`src/rtl/oam_dma_ctrl.sv`:
```
// Sprite-RAM DMA: copies page $XX00-$XXFF to the PPU OAM port on a CPU write to $4014.
// Define OAM_DMA_ALIGN_EN to insert an ALIGN cycle so every READ lands on parity 0.
module oam_dma_ctrl (
  input  logic        clk,
  input  logic        b_rst,
  input  logic        cpu_wen,
  input  logic [15:0] cpu_addr_out,
  input  logic [7:0]  cpu_data_out,
  input  logic [7:0]  dma_rdata,
  output logic        dma_halt,
  output logic [15:0] dma_addr,
  output logic        dma_ren,
  output logic        dma_wen,
  output logic [7:0]  dma_wdata,
  output logic        dma_done
);

  localparam logic [15:0] OAM_PORT_ADDR = 16'h2004;
  localparam logic [15:0] TRIG_ADDR     = 16'h4014;

  localparam logic [2:0] S_IDLE  = 3'd0;
  localparam logic [2:0] S_HALT  = 3'd1;
  localparam logic [2:0] S_ALIGN = 3'd2;
  localparam logic [2:0] S_READ  = 3'd3;
  localparam logic [2:0] S_WRITE = 3'd4;

  logic [2:0]  r_state;
  logic [2:0]  w_state_nxt;
  logic [7:0]  r_page;
  logic [7:0]  r_idx;
  logic [7:0]  w_idx_nxt;
  logic [7:0]  r_latch;
  logic        r_halt;
  logic        r_ren;
  logic        r_wen;
  logic        r_done;
  logic [15:0] r_addr;
  logic        w_trig;
  logic        w_last;

  assign w_trig = (r_state == S_IDLE) && cpu_wen && (cpu_addr_out == TRIG_ADDR);
  assign w_last = (r_idx == 8'hFF);

`ifdef OAM_DMA_ALIGN_EN
  logic r_parity;

  always_ff @(posedge clk or negedge b_rst) begin
    if (!b_rst) r_parity <= 1'b0;
    else        r_parity <= ~r_parity;
  end
`endif

  always_comb begin
    w_state_nxt = r_state;
    w_idx_nxt   = r_idx;
    case (r_state)
      S_IDLE: begin
        if (w_trig) begin
          w_state_nxt = S_HALT;
          w_idx_nxt   = '0;
        end
      end
      S_HALT: begin
`ifdef OAM_DMA_ALIGN_EN
        // parity flips each cycle: HALT at parity 0 means the next cycle is odd
        w_state_nxt = r_parity ? S_READ : S_ALIGN;
`else
        w_state_nxt = S_READ;
`endif
      end
      S_ALIGN: w_state_nxt = S_READ;
      S_READ:  w_state_nxt = S_WRITE;
      S_WRITE: begin
        if (w_last) begin
          w_state_nxt = S_IDLE;
        end else begin
          w_state_nxt = S_READ;
          w_idx_nxt   = r_idx + 8'd1;
        end
      end
      default: w_state_nxt = S_IDLE;
    endcase
  end

  // Outputs are registered from the next state so they are valid for the whole cycle.
  always_ff @(posedge clk or negedge b_rst) begin
    if (!b_rst) begin
      r_state <= S_IDLE;
      r_page  <= '0;
      r_idx   <= '0;
      r_latch <= '0;
      r_halt  <= 1'b0;
      r_ren   <= 1'b0;
      r_wen   <= 1'b0;
      r_done  <= 1'b0;
      r_addr  <= '0;
    end else begin
      r_state <= w_state_nxt;
      r_idx   <= w_idx_nxt;
      if (w_trig)
        r_page <= cpu_data_out;
      if (r_state == S_READ)
        r_latch <= dma_rdata;
      r_halt <= (w_state_nxt != S_IDLE);
      r_ren  <= (w_state_nxt == S_READ);
      r_wen  <= (w_state_nxt == S_WRITE);
      r_done <= (r_state == S_WRITE) && w_last;
      case (w_state_nxt)
        S_READ:  r_addr <= {r_page, w_idx_nxt};
        S_WRITE: r_addr <= OAM_PORT_ADDR;
        default: r_addr <= '0;
      endcase
    end
  end

  assign dma_halt  = r_halt;
  assign dma_addr  = r_addr;
  assign dma_ren   = r_ren;
  assign dma_wen   = r_wen;
  assign dma_wdata = r_latch;
  assign dma_done  = r_done;

endmodule

```
`config.mk`:
```
export PLATFORM = sky130hd
export DESIGN_NAME = oam_dma_ctrl
export DESIGN_NICKNAME = d
export VERILOG_FILES = /design/src/rtl/oam_dma_ctrl.sv
export SDC_FILE = /design/constraint.sdc
export NUM_CORES = 1
export LEC_CHECK = 0
export ABC_AREA = 0
export CORE_MARGIN = 2
export CORE_UTILIZATION = 45
export DETAILED_ROUTE_END_ITERATION = 16
export PLACE_DENSITY = 0.83
export SETUP_SLACK_MARGIN = 0.3
export SLEW_MARGIN = 20
export SYNTH_ARGS = -nofsm -noshare
export SYNTH_HDL_FRONTEND = slang
export SYNTH_SLANG_ARGS = --single-unit
```
`constraint.sdc`:
```
create_clock -name clk -period 2.06 [get_ports clk]
set_clock_uncertainty 0.1 [all_clocks]
set_input_delay 0.412 -clock clk [delete_from_list [all_inputs] [get_ports clk]]
set_output_delay 0.412 -clock clk [all_outputs]
set_load 0.005 [all_outputs]
```
==> impl_metrics.env <==
export IMPL_outcome="finished clean"
export IMPL_end_kind="register"
export IMPL_crit_path_max_fanout=4
export IMPL_syn_inst=158
export IMPL_cts_tree="done"
export IMPL_clk_latency_ns=0.30
export IMPL_dr_total_vias=1518
export IMPL_htreeDepth=2
export IMPL_postRouteAntennaNets=0
export IMPL_mostFrequentLayoutCells="dfrtp_1 (44), clkdlybuf4s50_1 (44), nand2_1 (29)"
export IMPL_yosysSeqAreaShare_pct=60.9
export IMPL_r2r_start="r_state[0]"
export IMPL_synthSimpleGateAreaFrac_pct=20.8
export IMPL_synth_xor_area_share_pct=0.907
export IMPL_async_flop_share_pct=100
export IMPL_multi_input_area_um2=831
export IMPL_drive_above_1_share_pct=24.2
export IMPL_clk_pin_slew_worst_paths_ns=0.09
export IMPL_syn_area_mm2=0.00193
export IMPL_syn_nets=194
export IMPL_tightest_slew_ns=0.374
export IMPL_root_buffer="clkbuf_8"
export IMPL_syn_to_final_growth_pct=57.8
export IMPL_antenna_found_initial=0
export IMPL_synth_cell_types=39
export IMPL_p_comb_share_pct=43.7
export IMPL_routed_via_density=5.16
export IMPL_wirelength_mm=4.94
export IMPL_internal_power_w=0.00246
export IMPL_instances_no_fill=294
export IMPL_dieWidth_um=69.5
export IMPL_p_clk_share_pct=18.7
export IMPL_num_antenna_cells=0
export IMPL_min_to="dma_wdata[0]"
export IMPL_ys_ff_latch=47
export IMPL_rr_worst_depth=6
export IMPL_place_inst=275
export IMPL_hp_class="reg2reg"
export IMPL_grt_max_degree=23
export IMPL_first_pass_iters=4
export IMPL_crit_path_start_kind="register"
export IMPL_tns_ns=0
export IMPL_irDropWorstVdd_v=0.000782
export IMPL_power_density_mw_per_mm2=1230
export IMPL_synth_top_family_by_area="simple AND/OR/NAND/NOR gates"
export IMPL_rows=23
export IMPL_routedWlPerCell_um=16.8
export IMPL_r2r_slack_ns=0.27
export IMPL_p_seq_share_pct=37.6
export IMPL_core_mm2=0.00406
export IMPL_grt_pass1_vias=1499
export IMPL_drc=0
export IMPL_finalSetupViolations=0
export IMPL_leakagePower_nw=1.39
export IMPL_grt_usage_pct=20.0
export IMPL_cts_sinks=47
export IMPL_io_buffer_count=62
export IMPL_avgSynthCellArea_um2=12.2
export IMPL_nets=279
export IMPL_drt_initial_drc_count=158
export IMPL_final_core_util_pct=75.1
export IMPL_seq_area_mm2=0.00118
export IMPL_rsz0062_at_grt="true"
export IMPL_synth_compound_area_share_pct=9.27
export IMPL_grt_overflow_total=0
export IMPL_yosysWarnings=0
export IMPL_min_period_ns=1.79
export IMPL_hold_viol=0
export IMPL_n_fill_cell=257
export IMPL_slew_headroom_pct=75.0
export IMPL_max_freq_ghz=0.558
export IMPL_slew_violations=0
export IMPL_grt_pass1_wl_mm=7.46
export IMPL_arrival_ns=1.88
export IMPL_switching_share_pct=34.1
export IMPL_pin_count=63
export IMPL_hold_depth=2
export IMPL_die_h_um=69.5
export IMPL_synth_mux_area_share_pct=4.67
export IMPL_place_hpwl_mm=3.02
export IMPL_initial_core_util_pct=47.6
export IMPL_cp_required_ns=2.15
export IMPL_r2r_end="r_page[2]"
export IMPL_fp_dieArea_mm2=0.00483
export IMPL_crit_type="reg2reg"
export IMPL_p_sw_w=0.00127
export IMPL_drv_cap=0
export IMPL_fin_crit_sh_pct=86.9
export IMPL_min_from="dma_wdata[0]"
export IMPL_ys_flop_type="dfrtp_1"
export IMPL_cts_buffers=5
export IMPL_synth_edf_count=0
export IMPL_synthAdderAreaFrac_pct=0.648
export IMPL_clock_path_buffers=2
export IMPL_p_total_w=0.00373
export IMPL_gp_congestion=0.845
-- stage by stage --
step	cell area, um^2	setup WS (ns)	hold slack [ns]
finish	3050	0.269	0.376
global placement	2700	-0.0977	0.207
global route	3050	0.228	0.408
floorplan	1970	0.314	0.0164
detailed placement	2700	-0.144	0.213
CTS	2940	0.302	0.383
-- state kept, by name (all words and copies together) (netlist names) --
name       count
dma_addr      16
dma_done       1
dma_halt       1
dma_ren        1
dma_wdata      8
dma_wen        1
r_idx          8
r_page         8
r_state        3
-- power by group through the flow --
stage / combinational [W] / sequential, W / clock [W]
final: 0.00163 / 0.00140 / 0.000698
after floorplan: 0.000736 / 0.00139 / 0
after detailed placement: 0.00140 / 0.00139 / 0
after CTS: 0.00148 / 0.00138 / 0.000705
after global routing: 0.00174 / 0.00144 / 0.000751
after global placement: 0.00136 / 0.00138 / 0
-- final cells by class --
class,instances,share of cell area (%)
inverter,6,0.739
multi-input combinational,101,27.3
sequential,47,38.7
timing repair buffer,82,27.4
clock inverter,2,1.15
clock buffer,6,2.71
tap,50,2.05
-- how the worst max path moves through the flow --
stage,slack [ns],cells after the start,from,endpoint
3_3_place_gp,-0.1,5,cpu_addr_out[1],r_page[5]
4_1_cts,0.30,7,cpu_addr_out[2],r_page[2]
3_5_place_dp,-0.14,5,cpu_addr_out[13],r_page[0]
2_1_floorplan,0.31,5,r_state[0],r_page[2]
6_report,0.27,6,r_state[0],r_page[2]
5_1_grt,0.23,5,r_state[0],dma_addr[7]
-- cells by family after synthesis --
logic type	after synthesis
buffers and inverters	10
AOI/OAI and AO/OA	21
and+or+nand+nor	69
muxes	8
adders and majority gates	1
xor gates and xnor gates	2
DFF	47
-- critical path, stage by stage (launching register included) --
cell,delay (ns)
dfrtp_2,0.47
nor4b_4,0.30
nand2_2,0.13
nor2_4,0.15
buf_6,0.13
buf_16,0.11
mux2_4,0.29
-- routing by layer --
metal / GRT usage (%) / vias to the layer above / routed length (um)
li1: - / 717 / -
met1: 26.0 / 740 / 2070
met2: 33.0 / 53 / 2550
met3: 5.52 / 8 / 228
met4: 5.45 / 0 / 94
met5: 0 / - / 0
-- repair_timing --
| action | 4_1_cts | 5_1_grt |
|---|---|---|
| buffers inserted | 4 | 4 |
| gates cloned | 2 | 0 |
| hold buffers | 1 | 0 |
| resized for setup | 28 | 18 |
| endpoints found under the setup margin | 27 | 35 |
| pin swaps | 7 | 8 |
| hold endpoints to repair | 10 | 0 |
-- Yosys cell counts (2+ instances only) --
cell      number  area share, %
nor2b_1        7            2.3
o211ai_1       5            1.9
inv_1          5           0.97
nor3_1         3           0.78
xor2_1         2           0.91
nand3_1        2           0.52
nor2_1         6            1.2
nor4b_2        3            2.3
o21ai_1        2           0.52
nand2_1       30            5.8
a21oi_1        6            1.6
nor4b_1        2           0.91
nand3b_1       3            1.2
buf_6          2            1.2
and3_1         3           0.97
dfrtp_1       47             61
mux2_1         8            4.7
(Power assumes the default switching activity.)
